File: src/rtl/muldiv_ctrl.sv
// Execute-stage sequencer for the shared multi-cycle multiplier and divider.
// Optional build macro MULDIV_DIVZERO_FAST_EN: divide-by-zero bypasses the divider.
module muldiv_ctrl #(
  parameter int unsigned DATA_W      = 32,
  parameter int unsigned WDOG_CYCLES = 0
) (
  input  logic                  clk,
  input  logic                  resetn,
  input  logic                  req_valid,
  input  logic [2:0]            req_op,
  input  logic [DATA_W-1:0]     req_a,
  input  logic [DATA_W-1:0]     req_b,
  input  logic                  flush,
  output logic [DATA_W-1:0]     unit_a,
  output logic [DATA_W-1:0]     unit_b,
  output logic                  mul_valid,
  output logic                  div_valid,
  input  logic                  mul_done,
  input  logic                  div_done,
  input  logic [2*DATA_W-1:0]   mul_c,
  input  logic [2*DATA_W-1:0]   div_c,
  output logic                  stall,
  output logic                  hi_we,
  output logic                  lo_we,
  output logic                  gpr_we,
  output logic [DATA_W-1:0]     res_hi,
  output logic [DATA_W-1:0]     res_lo,
  output logic                  wdog_err
);

  localparam logic [2:0] OpMult  = 3'd0;
  localparam logic [2:0] OpMultu = 3'd1;
  localparam logic [2:0] OpDiv   = 3'd2;
  localparam logic [2:0] OpDivu  = 3'd3;
  localparam logic [2:0] OpMul   = 3'd4;

`ifdef MULDIV_DIVZERO_FAST_EN
  localparam bit DivZeroFast = 1'b1;
`else
  localparam bit DivZeroFast = 1'b0;
`endif

  typedef enum logic [1:0] {StIdle, StMBusy, StDBusy, StDone} state_e;

  state_e              state_q, state_d;
  logic [2:0]          op_q, op_d;
  logic                sign_a_q, sign_a_d;
  logic                sign_b_q, sign_b_d;
  logic [DATA_W-1:0]   mag_a_q, mag_a_d;
  logic [DATA_W-1:0]   mag_b_q, mag_b_d;
  logic [31:0]         cnt_q, cnt_d;
  logic [DATA_W-1:0]   res_hi_q, res_hi_d;
  logic [DATA_W-1:0]   res_lo_q, res_lo_d;
  logic                wdog_err_q, wdog_err_d;

  logic                req_known;
  logic                req_signed;
  logic                req_is_div;
  logic                accept;
  logic                req_sign_a;
  logic                req_sign_b;
  logic                wdog_hit;
  logic [2*DATA_W-1:0] prod_fx;
  logic [DATA_W-1:0]   quo;
  logic [DATA_W-1:0]   rem;
  logic [DATA_W-1:0]   quo_fx;
  logic [DATA_W-1:0]   rem_fx;

  // Request decode
  assign req_known  = (req_op <= OpMul);
  assign req_signed = (req_op == OpMult) || (req_op == OpDiv) || (req_op == OpMul);
  assign req_is_div = (req_op == OpDiv) || (req_op == OpDivu);
  assign accept     = req_valid && req_known && !flush;
  assign req_sign_a = req_signed && req_a[DATA_W-1];
  assign req_sign_b = req_signed && req_b[DATA_W-1];

  // Sign bits are only ever set for signed ops, so unsigned ops pass straight through.
  assign prod_fx = (sign_a_q ^ sign_b_q) ? -mul_c : mul_c;
  assign quo     = div_c[DATA_W-1:0];
  assign rem     = div_c[2*DATA_W-1:DATA_W];
  assign quo_fx  = (sign_a_q ^ sign_b_q) ? -quo : quo;
  assign rem_fx  = sign_a_q ? -rem : rem;

  assign wdog_hit = (WDOG_CYCLES != 0) && (cnt_q >= WDOG_CYCLES);

  always_ff @(posedge clk) begin
    if (!resetn) begin
      state_q    <= StIdle;
      op_q       <= '0;
      sign_a_q   <= 1'b0;
      sign_b_q   <= 1'b0;
      mag_a_q    <= '0;
      mag_b_q    <= '0;
      cnt_q      <= '0;
      res_hi_q   <= '0;
      res_lo_q   <= '0;
      wdog_err_q <= 1'b0;
    end else begin
      state_q    <= state_d;
      op_q       <= op_d;
      sign_a_q   <= sign_a_d;
      sign_b_q   <= sign_b_d;
      mag_a_q    <= mag_a_d;
      mag_b_q    <= mag_b_d;
      cnt_q      <= cnt_d;
      res_hi_q   <= res_hi_d;
      res_lo_q   <= res_lo_d;
      wdog_err_q <= wdog_err_d;
    end
  end

  always_comb begin
    state_d    = state_q;
    op_d       = op_q;
    sign_a_d   = sign_a_q;
    sign_b_d   = sign_b_q;
    mag_a_d    = mag_a_q;
    mag_b_d    = mag_b_q;
    cnt_d      = cnt_q;
    res_hi_d   = res_hi_q;
    res_lo_d   = res_lo_q;
    wdog_err_d = wdog_err_q;

    case (state_q)
      StIdle: begin
        if (accept) begin
          op_d     = req_op;
          sign_a_d = req_sign_a;
          sign_b_d = req_sign_b;
          // 0x8000_0000 negates to itself, which reads correctly as an unsigned magnitude.
          mag_a_d  = req_sign_a ? -req_a : req_a;
          mag_b_d  = req_sign_b ? -req_b : req_b;
          cnt_d    = 32'd1;
          if (req_is_div) begin
            state_d = StDBusy;
            if (DivZeroFast && (req_b == '0)) begin
              state_d  = StDone;
              res_hi_d = req_a;
              res_lo_d = '1;
            end
          end else begin
            state_d = StMBusy;
          end
        end
      end

      StMBusy: begin
        if (flush) begin
          state_d = StIdle;
        end else if (mul_done) begin
          state_d  = StDone;
          res_lo_d = prod_fx[DATA_W-1:0];
          if (op_q != OpMul) begin
            res_hi_d = prod_fx[2*DATA_W-1:DATA_W];
          end
        end else if (wdog_hit) begin
          state_d    = StIdle;
          wdog_err_d = 1'b1;
        end else begin
          cnt_d = cnt_q + 32'd1;
        end
      end

      StDBusy: begin
        if (flush) begin
          state_d = StIdle;
        end else if (div_done) begin
          state_d  = StDone;
          res_hi_d = rem_fx;
          res_lo_d = quo_fx;
        end else if (wdog_hit) begin
          state_d    = StIdle;
          wdog_err_d = 1'b1;
        end else begin
          cnt_d = cnt_q + 32'd1;
        end
      end

      StDone: begin
        state_d = StIdle;
      end

      default: begin
        state_d = StIdle;
      end
    endcase
  end

  // Reset removes unit requests and strobes in the same cycle it is asserted.
  assign mul_valid = resetn && (state_q == StMBusy);
  assign div_valid = resetn && (state_q == StDBusy);
  assign stall     = resetn && ((state_q == StMBusy) || (state_q == StDBusy) ||
                                ((state_q == StIdle) && accept));
  assign hi_we     = resetn && !flush && (state_q == StDone) && (op_q != OpMul);
  assign lo_we     = resetn && !flush && (state_q == StDone) && (op_q != OpMul);
  assign gpr_we    = resetn && !flush && (state_q == StDone) && (op_q == OpMul);

  assign unit_a   = mag_a_q;
  assign unit_b   = mag_b_q;
  assign res_hi   = res_hi_q;
  assign res_lo   = res_lo_q;
  assign wdog_err = wdog_err_q;

endmodule

File: config.mk
export PLATFORM = sky130hd
export DESIGN_NAME = muldiv_ctrl
export DESIGN_NICKNAME = d
export VERILOG_FILES = /design/src/rtl/muldiv_ctrl.sv
export SDC_FILE = /design/constraint.sdc
export NUM_CORES = 1
export LEC_CHECK = 0
export CAP_MARGIN = 5
export CORE_MARGIN = 1.5
export CORE_UTILIZATION = 50
export DETAILED_ROUTE_END_ITERATION = 8
export GPL_TIMING_DRIVEN = 0
export PLACE_DENSITY_LB_ADDON = 0.08
export SYNTH_ARGS = -nofsm -noshare
export SYNTH_HDL_FRONTEND = slang
export SYNTH_SLANG_ARGS = --single-unit
File: constraint.sdc
create_clock -name clk -period 4.5 [get_ports clk]
set_input_delay 0.675 -clock clk [delete_from_list [all_inputs] [get_ports clk]]
set_output_delay 0.675 -clock clk [all_outputs]
set_load 0.01 [all_outputs]
=== Word-level counts from Yosys, hierarchy flattened ===
Cells that the tools add are included.

* Flip-flop bits (word level): 135
* Input bits: 201
* Logic and storage cells: 79

* $add $sub $neg: 5
* Order comparisons: 1
* Equal/unequal tests: 16
* Multiplexer cells: 23
* Bitwise gates (word level): 1
* Reductions and logical operators: 25

{| class="wikitable"
|+ Operators by type and width
! operator !! number
|-
| 2-to-1 mux 32 bit || 13
|-
| negator 32 bit || 4
|-
| one-hot mux 32 bit (2 select lines) || 2
|-
| 2-to-1 mux 64 bit || 1
|-
| negator 64 bit || 1
|-
| logical AND 1 bit || 12
|-
| 2-to-1 mux 2 bit || 6
|-
| inequality test 2 bit (second input constant) || 5
|-
| inequality test 3 bit (second input constant) || 3
|-
| one-hot mux 2 bit (4 select lines) || 1
|-
| equality test 3 x 2 -> 1 bit (second input constant) || 2
|-
| equality test 3 bit (second input constant) || 2
|-
| AND reduction 6 bit || 1
|-
| logical OR 1 bit || 5
|-
| AND reduction 5 bit || 1
|-
| equality test 2 bit (second input constant) || 2
|-
| <= comparator 3 bit (second input constant) || 1
|-
| logical NOT 3 bit || 1
|-
| AND reduction 3 bit || 1
|-
| equality test 2 x 1 -> 1 bit (second input constant) || 1
|-
| logical NOT 2 bit || 1
|-
| inequality test 2 x 1 -> 1 bit (second input constant) || 1
|-
| AND reduction 2 bit || 1
|-
| nonzero test 2 bit || 1
|-
| 2 further kinds || 2
|}

=== Logic depth before layout (Yosys ltp) ===
Gate-level depths: netlist of run 1.

* Word-level depth: 6
* Mapped depth: 10
* Mapped depth without buffers: 8

=== Worst setup path after synthesis of run 1 ===
No wires, ideal clock.

* Kind: input port to flip-flop
* Start: input req_b[13]
* End: register mag_b_q[31], in the netlist unit_b[31]
* Arrival: 2.923 ns
* Path slack: 1.489 ns
* Stages: 7
* Cells stage by stage: or3_1 > buf_2 > or4_1 > buf_2 > or4_4 > or3b_1 > a311oi_2

* Word-level cells in the longest chain between the ends: 2

{| class="wikitable"
|+ Ends and longest elaborated chain
! item !! line !! text
|-
| from (decl) || 12 || <nowiki>input logic [DATA_W-1:0] req_b,</nowiki>
|-
| negator 32 bit || 132 || <nowiki>mag_b_d = req_sign_b ? -req_b : req_b;</nowiki>
|-
| 2-to-1 mux 32 bit || 132 ||
|-
| to (signal assigned) || 104 || <nowiki>mag_b_q <= mag_b_d;</nowiki>
|-
| to (decl) || 50 || <nowiki>logic [DATA_W-1:0] mag_b_q, mag_b_d;</nowiki>
|}

No other way between the ends.
A chain may end at the register's enable or synchronous reset.

=== Final worst setup path of run 1 ===
* Start: input req_op[1]
* End: output stall

* Word-level cells in the longest chain between the ends: 6

{| class="wikitable"
|+ Ends and longest elaborated chain
! item !! line !! text
|-
| from (decl) || 10 || <nowiki>input logic [2:0] req_op,</nowiki>
|-
| <= comparator 3 bit || 70 || <nowiki>assign req_known = (req_op <= OpMul);</nowiki>
|-
| logical AND 1 bit (2 in series) || 73 || <nowiki>assign accept = req_valid && req_known && !flush;</nowiki>
|-
| logical AND 1 bit || 193 || <nowiki>((state_q == StIdle) && accept));</nowiki>
|-
| logical OR 1 bit || 192 || <nowiki>assign stall = resetn && ((state_q == StMBusy) || (state_q == StDBusy) ||</nowiki>
|-
| logical AND 1 bit || 192 ||
|-
| to (decl) || 22 || <nowiki>output logic stall,</nowiki>
|}

No other way between the ends.

==> summary by stage, run 1 <==
Outcome
The flow ran to the end, and the final reports show no timing, DRC or antenna violations.

Logic synthesis
The Yosys warning count is 0. Synthesis instantiated 75 different standard cells from the library. The total nets after synthesis is between 1500 and 2000. The number of synthesized flops with an enable pin is 0. The average footprint of a synthesized cell is 7.57 um^2. The cell area after technology mapping is 9870 um^2. The register bit total from synthesis is 135. After synthesis, flip-flops and latches occupy 27.4% of the total area. Synthesis produced about 1300 cells. The commonest register cell after synthesis is sky130_fd_sc_hd__dfxtp_1. The share of flip-flops with an asynchronous set or reset is 0%.

Critical path
The critical path goes through clkdlybuf4s50_1 -> o21ai_0 -> nand3_1 -> nor2_1 -> clkbuf_1 -> clkbuf_1 -> nor2_1 -> nor2_1 -> clkdlybuf4s50_1. The worst register-to-register path has a depth of 8. In this run the critical register-to-register path is launched from sign_b_q$_SDFFE_PN0P_. The startpoint of the worst setup timing path is req_op[1]. The worst setup path category is primary input to output pin. The setup slack of the most critical reg-to-reg path is 1.30 ns. In this design, the critical path's most frequently occurring cell is sky130_fd_sc_hd__nor2_1. The data arrival time of the critical path is 3.62 ns. The critical path contains buffers and inverters numbering 4 combined.

The element type at the critical path end is an output pin. The terminus of the critical flop-to-flop path is res_lo[31]$_SDFFE_PN0P_. The data required time at the worst endpoint is 3.83 ns. Grouping stages by cell kind, the critical path spends the most delay in buffers and inverters. The critical path's largest stage delay is 0.61 ns. For this design, the slowest cell found on the critical path is sky130_fd_sc_hd__clkdlybuf4s50_1. The worst setup path is launched from a primary input. The biggest fanout along the worst timing path is 10.

Timing
Of the available clock period, the critical path in the final layout requires 95.5%. Static timing analysis puts the maximum clock frequency at 0.233 GHz. The sum of negative setup slack is 0 ns. The number of slew-limit violations in the final report is 0. The minimum clock period after layout is 4.30 ns. Measured against its own limit, the worst slew margin works out to 29.3%. The setup clock skew after layout is 0.0109 ns.

The final hold violation count is 0. Setup repair after global routing left no endpoint under its margin. The actual transition at the worst max-transition pin is around 1.1 ns. Setup violations remaining at the end of the flow were counted as 0.

The tightest hold path in the finished design has a slack of 0.454 ns.

Route
The first routing iteration left 969 violations. The routed wire length on met3 is 4640 um. The uppermost layer routed is met5.

After detailed routing, the wire length on met1 is 15600 um. In the routed layout, each cell is associated on average with a via count of 6.33. Before antenna repair, the detailed router went through 6 iterations. The routed design uses roughly 19000 um of met2 wire. In the routed design, unresolved DRC markers number 0.

The count of antenna-violating nets left after detailed routing is 0. The total wirelength of the detailed-routed design is 41500 um. The number of vias after detailed routing is 12200. In the final routed layout, each cell accounts on average for 21.5 um.

Floorplanning
The full die area is 20600 um^2. From bottom edge to top edge, the die measures 143 um. 336 I/O pins were placed. In this run the horizontal extent of the chip is 143 um. The floorplan has slightly above 50 rows. The initial utilization of the core area, before any placement, comes to about half. The core region is just under 20000 um^2.

Clocking
The number of hold buffers added after CTS was 0. Clock tree synthesis inserted a total of 17 buffers. The H-tree depth is 4. The number of cells upsized or downsized after cts is 0.

The largest buffer count on any clock path is 2. The clock latency at the later pin of the worst-skew pair is 0.44 ns. The CTS root buffer is sky130_fd_sc_hd__clkbuf_16. TritonCTS built the clock tree. The post-CTS clock slew at the launch and capture registers of the worst setup and hold paths is 0.06 ns. Buffers added to address setup during post-CTS repair amount to 0. The count of clock tree sinks is 135.

Layout
The area growth from synthesis to layout is 42.7%. The number of inserted filler cells in the final layout is 1638. The number of nets at the end of the flow is 1862. The library cells used most frequently in the layout, excluding fill and tap cells, are sky130_fd_sc_hd__clkdlybuf4s50_1 (329), sky130_fd_sc_hd__dfxtp_1 (135), sky130_fd_sc_hd__nor2_1 (134).

The commonest non-fill, non-tap cell in the layout is sky130_fd_sc_hd__clkdlybuf4s50_1. The area occupied by multi-input gates is 6720 um^2. 0 antenna diodes ended up in the layout. The area taken by flip-flops and latches is ~2700 um^2. In the final layout, the share of cells above drive strength 1 is 3.72%.

Min path
Along the worst hold path, the cell count comes to 2. The path category of the worst min-delay check is flop to flop. The path with the worst hold slack has its endpoint at res_hi[1]$_SDFFE_PN0P_. The startpoint of the lowest-slack hold path is res_hi[1]$_SDFFE_PN0P_.

Power and ir drop
Across the VDD grid, the largest voltage drop is between 0.3 and 0.4 mV. Summed over all cells, the static leakage comes to about 4.6 nW. The total power after layout is 0.00529 W. The total power per unit cell area is 376 nW/um^2.

Job
Max-cap violations in this run came to 0.

Placement
The HPWL reported at the end of detailed placement is 32100 um. The congestion estimate from routability-driven global placement came to about 1.0. The number of I/O port buffers is 329.

Global route
The first global-routing pass estimated 61100 um of wire. Global routing used 38.7% of the available tracks across all layers. The initial antenna violation count came to 1. The via count of the first global-routing pass is 11300.

The largest net degree at the start of global routing is 17. The total congestion overflow after global routing is 0.
==> report_power, final <==
| group | internal [W] | switching, W |
|---|---|---|
| registers | 0.00144 | 0.000157 |
| clock network | 0.000786 | 0.000639 |
| logic | 0.00100 | 0.00126 |
| total | 0.00323 | 0.00206 |
==> tightest hold or removal path, delay by kind of cell (launching register included) <==
family,cells,cell delay [ns]
simple gates,1,0.04
flops,1,0.33
compound gates,1,0.05
==> synth_stat cells (all sizes together), types with 11 or more instances <==
cell | n | share of area (%)
a211oi | 41 | 3.1
a21oi | 92 | 4.7
a31oi | 21 | 1.3
and3 | 11 | 0.70
buf | 12 | 0.56
clkbuf | 79 | 3.0
dfxtp | 135 | 27
inv | 24 | 0.91
mux2i | 17 | 1.7
nand2 | 99 | 3.8
nand2b | 13 | 0.82
nand3 | 29 | 1.5
nand4 | 17 | 1.1
nor2 | 134 | 5.1
nor3 | 51 | 2.7
nor4 | 34 | 2.3
o211ai | 21 | 1.6
o21ai | 83 | 4.2
o221ai | 14 | 1.2
o31ai | 34 | 2.6
o41ai | 32 | 2.8
or3 | 27 | 1.7
or4 | 26 | 2.1
xnor2 | 62 | 5.5
xor2 | 78 | 6.9
==> metal layers <==
layer	up-vias	track usage (%)
met5	-	0
met4	2	18.6
met3	137	10.0
met2	800	64.9
met1	5661	46.1
li1	5612	-
==> flip-flops by register name, indices dropped and copies added, names as in the netlist <==
| register | flops |
|---|---|
| unit_a | 32 |
| sign_b_q | 1 |
| sign_a_q | 1 |
| res_hi | 32 |
| op_q | 3 |
| state_q | 2 |
| res_lo | 32 |
| unit_b | 32 |
==> cell type report <==
class / instances / share of cell area, %
Multi-Input combinational cell: 1054 / 47.7
Timing Repair Buffer: 329 / 23.4
Sequential cell: 135 / 19.2
Clock buffer: 17 / 3.02
Buffer: 91 / 2.51
Tap cell: 265 / 2.36
Clock inverter: 15 / 1.15
Inverter: 24 / 0.640
==> metrics by stage <==
stage / utilization [%] / instances / area, um^2 / worst slack (ns)
2_1_floorplan: - / 1304 / 9870 / 1.49
3_3_place_gp: 69.5 / 1898 / 13500 / 0.307
3_5_place_dp: 69.5 / 1898 / 13500 / 0.187
4_1_cts: 72.6 / 1930 / 14100 / 0.272
5_1_grt: 72.6 / 1930 / 14100 / 0.0755
6_report: 72.6 / 1930 / 14100 / 0.203
==> kinds of logic (layout without fill, tap and decap cells) <==
logic type	Yosys count	in the layout	synth area share, %
AO/OA/AOI/OAI	408	408	27.8
XOR/XNOR	140	140	12.4
adder cells (fa/ha/maj)	9	9	1.14
buffers and inverters	115	476	4.49
flip-flops	135	135	27.4
multiplexers	22	22	2.41
other	1	1	0.0380
AND/OR/NAND/NOR	474	474	24.3
==> worst max path at each step <==
stage | to | cells after the start
2_1_floorplan | unit_b[31]$_SDFFE_PN0P_ | 7
3_3_place_gp | res_hi[24]$_SDFFE_PN0P_ | 9
3_5_place_dp | res_hi[24]$_SDFFE_PN0P_ | 9
4_1_cts | stall | 9
5_1_grt | stall | 9
6_report | stall | 9
Power figures use the tool's default switching activity.
==> run 2, diff against run 1 <==
Settings changed: GPL_TIMING_DRIVEN 0 to not set.
==> run 2 against run 1 <==
Clock power grew 3%; combinational power down 4%; register-to-register slack about the same; hold slack got worse by 0.0034 ns; sequential cell count did not move; die area did not move; via count down 4.3%; critical path type is now flop to output pin.
==> summary by stage, run 2 (synthesis gave the netlist of run 1 again) <==
Floorplanning
The top-level port count is 336 (unchanged). The initial cell density of the core is 50.9% (unchanged). The number of placement rows came to 51 (unchanged).

The full die area is 20600 um^2 (unchanged). The vertical die dimension is 143 um (unchanged). The horizontal die dimension came to 143 um (unchanged).

The core area came to 19400 um^2 (unchanged).

Power and ir drop
The total power per unit cell area came to 373 nW/um^2 (was 376 nW/um^2). The worst-case vdd ir drop is 0.328 mV (was 0.326 mV). The leakage power is 4.59 nW (was 4.56 nW).

Timing
The number of setup violations in the final report is 0 (unchanged). The worst slack on hold paths was 0.451 ns (was 0.454 ns). The fraction of the cycle the final worst path needs is 74.6% (was 95.5%).

Setup repair after global routing missed its margin: no (unchanged). The fmax is 0.298 GHz (was 0.233 GHz). The minimum clock period after layout was 3.36 ns (was 4.30 ns). The number of slew-limit violations in the final report is 0 (unchanged).

The final hold violation count was 0 (unchanged). The actual transition at the worst max-transition pin is 1.10 ns (was 1.05 ns). The sum of negative setup slack is 0 ns (unchanged). The setup clock skew after layout is 0.0121 ns (was 0.0109 ns). The worst slew margin relative to its limit is 26.8% (was 29.3%). The setup slack after layout is 1.14 ns (was 0.203 ns).

Min path
The path category of the worst min-delay check was flop to flop (unchanged).

Layout
The area growth from synthesis to layout came to 42.1% (was 42.7%). The post-route standard cell area excluding fillers is 14000 um^2 (was 14100 um^2). Commonest cells after routing, fill and taps aside: sky130_fd_sc_hd__clkdlybuf4s50_1 (333), sky130_fd_sc_hd__dfxtp_1 (135), sky130_fd_sc_hd__nor2_1 (133) (was sky130_fd_sc_hd__clkdlybuf4s50_1 (329), sky130_fd_sc_hd__dfxtp_1 (135), sky130_fd_sc_hd__nor2_1 (134)). The number of inserted filler cells in the final layout came to 1639 (was 1638). The share of layout cells above drive strength 1 is 5.36% (was 3.72%). The number of nets at the end of the flow was 1802 (was 1862). The commonest non-fill, non-tap cell in the layout is sky130_fd_sc_hd__clkdlybuf4s50_1 (unchanged).

The final design utilization is 72.3% (was 72.6%).

Route
The average wire per cell in the routed design came to 19.9 um (was 21.5 um). The count of TritonRoute iterations in the first routing pass is 5 (was 6). The remaining routing DRC violations is 0 (unchanged). The detail-routed via count per cell is 6.25 (was 6.33). The count of antenna-violating nets left after detailed routing was 0 (unchanged). The starting DRC count in detailed routing came to 943 (was 969). The total wirelength of the detailed-routed design was 37200 um (was 41500 um). The number of vias after detailed routing is 11700 (was 12200).

Global route
The initial antenna violation count is 1 (unchanged). The global routing usage summed across all routing layers is 35.6% (was 38.7%). The total congestion overflow after global routing is 0 (unchanged). The via count of the first global-routing pass is 10900 (was 11300). The largest net degree at the start of global routing is 121 (was 17). The first-pass GRT wire length is 57600 um (was 61100 um).

Critical path
The most numerous cell on the critical path is sky130_fd_sc_hd__inv_1 (was sky130_fd_sc_hd__nor2_1). The element type at the critical path end is an output pin (unchanged). CP Cell Sequence: inv_1 -> ha_2 -> buf_4 -> inv_1 -> nor2_1 -> clkdlybuf4s50_1 (was clkdlybuf4s50_1 -> o21ai_0 -> nand3_1 -> nor2_1 -> clkbuf_1 -> clkbuf_1 -> nor2_1 -> nor2_1 -> clkdlybuf4s50_1).

The combined buffer and inverter count along the critical path was 4 (unchanged). The data arrival time of the critical path is 2.68 ns (was 3.62 ns). The setup slack of the most critical reg-to-reg path is 1.31 ns (was 1.30 ns). The biggest fanout along the worst timing path is 22 (was 10).

The nature of the critical path startpoint is a flop (was primary input). The worst setup path category was flop to output pin (was primary input to output pin). The critical path's largest stage delay is 0.61 ns (about the same). The slowest cell on the critical path is sky130_fd_sc_hd__clkdlybuf4s50_1 (unchanged). The data required time at the worst endpoint is 3.83 ns (about the same). The cell class contributing the biggest share of worst-path delay is buffers and inverters (unchanged).

Placement
The HPWL reported at the end of detailed placement was 27700 um (was 32100 um). The worst setup timing slack at the placement stage was 0.834 ns (was 0.187 ns). The routability congestion estimate from global placement was 0.994 (was 0.996). The post-detailed-placement cell area is 13400 um^2 (was 13500 um^2).

The number of I/O port buffers came to 334 (was 329).

Clocking
The clock latency at the later pin of the worst-skew pair is 0.42 ns (was 0.44 ns). The number of cells upsized or downsized after cts is 0 (unchanged). The post-CTS setup buffer count is 0 (unchanged). The H-tree depth was 4 (unchanged). The count of clock tree sinks came to 135 (unchanged).

The post-CTS clock slew at the launch and capture registers of the worst setup and hold paths is 0.06 ns (about the same). The TritonCTS clock tree is yes (unchanged). The CTS root buffer was sky130_fd_sc_hd__clkbuf_16 (unchanged). The number of buffers created by CTS is 17 (unchanged). The largest buffer count on any clock path is 2 (unchanged). The count of hold-fix buffers inserted at cts is 0 (unchanged).

Outcome
Run status: complete, no violations (unchanged).

Job
The number of maximum-capacitance constraint violations is 0 (unchanged).
==> run 2: routing by layer <==
| layer | up-vias | share of wire (%) | track usage, % |
|---|---|---|---|
| met5 | - | 0 | 0 |
| met3 | 101 | 10 | 9.20 |
| li1 | 5491 | - | - |
| met4 | 0 | 4.5 | 17.9 |
| met2 | 621 | 46 | 58.5 |
| met1 | 5473 | 39 | 43.0 |
==> run 2: through the flow <==
step / instances / power, W
final: 1870 / 0.00524
after global routing: 1869 / 0.00549
after CTS: 1869 / 0.00522
after detailed placement: 1838 / 0.00375
after global placement: 1838 / 0.00371
after floorplan: 1304 / 0.00267
==> run 2: cell type report <==
cell class	count	area, um^2	area share [%]
multi-input cells	1054	6760	48.2
repair buffers	360	3530	25.2
flip-flops and latches	135	2700	19.3
clock buffers	18	429	3.06
well taps	265	332	2.37
clock inverters	13	170	1.21
inverters	24	90.1	0.643
diodes	1	2.50	0.0179
==> run 2: worst reg2reg max path: cells and delay by family, from the launching register on <==
kind	cells	cell delay [ns]
buffers and inverters	4	1.15
DFF	1	0.34
adders and majority gates	1	0.45
and+or+nand+nor	2	0.43
AOI/OAI and AO/OA	3	0.75
==> run 2: path summary, 6_finish.rpt <==
check / endpoint / from / cells past startpoint
setup / recovery: div_valid / state_q[0]$_SDFFE_PN0P_ / 6
hold reg to reg: res_lo[27]$_SDFFE_PN0P_ / res_lo[27]$_SDFFE_PN0P_ / 1
hold / removal: res_lo[27]$_SDFFE_PN0P_ / res_lo[27]$_SDFFE_PN0P_ / 1
setup reg to reg: res_hi[28]$_SDFFE_PN0P_ / state_q[0]$_SDFFE_PN0P_ / 10
==> run 2: report_power, final <==
group	leakage [nW]	switching [W]	internal [W]	total, W
logic	3.21	0.00116	0.00101	0.00216
clock network	0.284	0.000594	0.000878	0.00147
registers	1.10	0.000157	0.00144	0.00160
total	4.59	0.00191	0.00333	0.00524
==> run 3, diff against run 2 <==
Settings changed: CORE_UTILIZATION 50 to 42.
Clock period 4.5 ns to 3.02 ns, I/O delays scaled along.
==> run 3 against run 2 <==
First-iteration DRC count decreased by 5.0%; sequential power grew 49%; critical path type is now primary input to flop; critical path depth did not move; via count is 3.9% higher; clock skew increased by 0.0018 ns; register-to-register slack got worse by 0.91 ns; worst setup slack got worse by 0.89 ns; wire length is 8.2% higher; count of clock-buffer cells in the layout is the same; global-route usage is 2.9 points lower; critical endpoint is now unit_b[31]$_SDFFE_PN0P_.
==> summary by stage, run 3 (synthesis gave the netlist of run 1 again) <==
Timing
Setup repair after global routing missed its margin: no (unchanged). The worst slew margin relative to its limit is 58.7% (was 26.8%). The setup slack after layout is 0.254 ns (was 1.14 ns). The number of setup violations in the final report is 0 (unchanged). The fmax is between 0.3 and 0.4 GHz. The worst path in the final design needs a cycle of 2.77 ns, including I/O delays and setup. The number of slew-limit violations in the final report is 0 (unchanged). The final hold violation count was 0 (unchanged). In the finished design, the share of the clock period the worst path needs comes to 91.6%.

The actual transition at the worst max-transition pin is 0.617 ns (was 1.10 ns). The setup clock skew after layout is 0.0139 ns (was 0.0121 ns).

Critical path
The terminus of the critical flop-to-flop path is res_hi[28]$_SDFFE_PN0P_ (unchanged). The setup slack of the most critical reg-to-reg path came to 0.40 ns (was 1.31 ns). The data required time at the worst endpoint came to 3.36 ns (was 3.83 ns).

The cell depth of the worst flop-to-flop path is 8 (was 10). The worst flop-to-flop path startpoint is state_q[1]$_SDFFE_PN0P_ (was state_q[0]$_SDFFE_PN0P_). The data arrival time of the critical path is 3.10 ns (was 2.68 ns).

The nature of the critical path startpoint is a primary input (was flop). The worst setup path category is primary input to flop (was flop to output pin). The element type at the critical path end is a flop (was output pin). The biggest fanout along the worst timing path is 2 (was 22).

Floorplanning
The vertical die dimension was 156 um (was 143 um). The horizontal die dimension was 156 um (was 143 um). The full die area came to 24400 um^2 (was 20600 um^2). The initial cell density of the core is 43.2% (was 50.9%).

The top-level port count is 336 (unchanged). The number of placement rows was 55 (was 51). The core area was 22800 um^2 (was 19400 um^2).

Global route
The largest net degree at the start of global routing is 121 (unchanged). The total congestion overflow after global routing is 0 (unchanged). The via count of the first global-routing pass is 11600 (was 10900). The global routing usage summed across all routing layers came to 32.7% (was 35.6%).

The initial antenna violation count is 1 (unchanged). The first-pass GRT wire length is 62700 um (was 57600 um).

Job
The number of maximum-capacitance constraint violations came to 0 (unchanged).

Layout
The final design utilization is 66.8% (was 72.3%). Commonest cells after routing, fill and taps aside: sky130_fd_sc_hd__clkdlybuf4s50_1 (333), sky130_fd_sc_hd__buf_4 (184), sky130_fd_sc_hd__dfxtp_1 (135) (was sky130_fd_sc_hd__clkdlybuf4s50_1 (333), sky130_fd_sc_hd__dfxtp_1 (135), sky130_fd_sc_hd__nor2_1 (133)). The number of inserted filler cells in the final layout came to 2087 (was 1639). The number of nets at the end of the flow was 1962 (was 1802).

The share of layout cells above drive strength 1 is 14.1% (was 5.36%). The commonest non-fill, non-tap cell in the layout is sky130_fd_sc_hd__clkdlybuf4s50_1 (unchanged). The area growth from synthesis to layout came to 54.8% (was 42.1%).

Route
The detail-routed via count per cell is 5.84 (was 6.25). The remaining routing DRC violations is 0 (unchanged). The total wirelength of the detailed-routed design was 40300 um (was 37200 um).

The average wire per cell in the routed design is 19.4 um (was 19.9 um). The number of vias after detailed routing is 12100 (was 11700). The count of antenna-violating nets left after detailed routing is 0 (unchanged). The count of TritonRoute iterations in the first routing pass is 5 (unchanged).

The starting DRC count in detailed routing is 896 (was 943).

Clocking
The post-CTS setup buffer count is 0 (unchanged). The post-CTS clock slew at the launch and capture registers of the worst setup and hold paths is 0.06 ns (about the same). The number of cells upsized or downsized after cts is 0 (unchanged). The count of hold-fix buffers inserted at cts is 0 (unchanged). The clock latency at the later pin of the worst-skew pair was 0.43 ns (was 0.42 ns). The TritonCTS clock tree is yes (unchanged).

The largest buffer count on any clock path was 2 (unchanged). The count of clock tree sinks came to 135 (unchanged). The number of buffers created by CTS is 17 (unchanged).

The H-tree depth is 4 (unchanged). The CTS root buffer is sky130_fd_sc_hd__clkbuf_16 (unchanged).

Power and ir drop
The total power per unit cell area came to 512 nW/um^2 (was 373 nW/um^2). The leakage power is 5.35 nW (was 4.59 nW). The worst-case vdd ir drop was 0.364 mV (was 0.328 mV).

Outcome
Run status: complete, no violations (unchanged).

Placement
The worst setup timing slack at the placement stage is -0.195 ns (was 0.834 ns). The number of I/O port buffers is 334 (unchanged). The routability congestion estimate from global placement was 0.952 (was 0.994).

The HPWL reported at the end of detailed placement is 31000 um (was 27700 um).

Min path
The path category of the worst min-delay check is primary input to flop (was flop to flop). The destination of the worst hold path is unit_b[30]$_SDFFE_PN0P_ (was res_lo[27]$_SDFFE_PN0P_). The startpoint of the lowest-slack hold path was resetn (was res_lo[27]$_SDFFE_PN0P_). The hold path depth is 2 (was 1).
## run 3: changes by cell type in the layout (fill, tap and decap cells not counted), sizes merged
cell	change
clkinv	+1
clkinvlp	-1
bufinv	-3
inv	+4
buf	+160
## run 3: final cells by class
class | count | area, um^2 | area share (%)
flip-flops and latches | 135 | 2700 | 17.7
repair buffers | 520 | 4760 | 31.2
inverters | 24 | 90.1 | 0.590
well taps | 313 | 392 | 2.56
clock buffers | 18 | 429 | 2.81
multi-input cells | 1054 | 6760 | 44.3
diodes | 1 | 2.50 | 0.0164
clock inverters | 14 | 133 | 0.868
## run 3: stage by stage
step	area [um^2]	hold slack [ns]	std cells	TNS, ns	power [W]
2_1_floorplan	9870	0.440	1304	0	0.00399
3_3_place_gp	14700	0.434	2046	-0.506	0.00572
3_5_place_dp	14700	0.443	2046	-1.34	0.00576
4_1_cts	15300	0.423	2078	0	0.00783
5_1_grt	15300	0.433	2078	0	0.00824
6_report	15300	0.438	2079	0	0.00783
## run 3: where the power goes
group	switching, W	leakage (nW)	total (W)	internal (W)
registers	0.000237	1.10	0.00239	0.00215
logic	0.00175	3.98	0.00338	0.00163
clock network	0.000966	0.272	0.00206	0.00109
## run 3: worst max path at each step
| stage | slack, ns | from | endpoint | cells past startpoint |
|---|---|---|---|---|
| 5_1_grt | 0.13 | mul_c[39] | res_hi[19]$_SDFFE_PN0P_ | 8 |
| 4_1_cts | 0.24 | req_b[8] | unit_b[31]$_SDFFE_PN0P_ | 6 |
| 2_1_floorplan | 0.23 | req_b[13] | unit_b[31]$_SDFFE_PN0P_ | 7 |
| 6_report | 0.25 | req_b[8] | unit_b[31]$_SDFFE_PN0P_ | 6 |
| 3_3_place_gp | -0.16 | req_b[8] | unit_b[31]$_SDFFE_PN0P_ | 6 |
| 3_5_place_dp | -0.20 | req_b[8] | unit_b[31]$_SDFFE_PN0P_ | 6 |
## run 3: critical path, stage by stage
cell and delay, ns:
sky130_fd_sc_hd__clkdlybuf4s50_1 0.42, sky130_fd_sc_hd__or4_4 0.54, sky130_fd_sc_hd__or4_1 0.58, sky130_fd_sc_hd__or4_4 0.45, sky130_fd_sc_hd__or3b_1 0.41, sky130_fd_sc_hd__a311oi_2 0.25
## run 3: layer usage
layer,vias to the layer above,track usage [%],part of all wire [%]
met5,-,0,0
met4,0,10.6,2.6
met3,72,8.47,9.7
met2,560,54.9,47
met1,5682,40.6,40
li1,5825,-,-
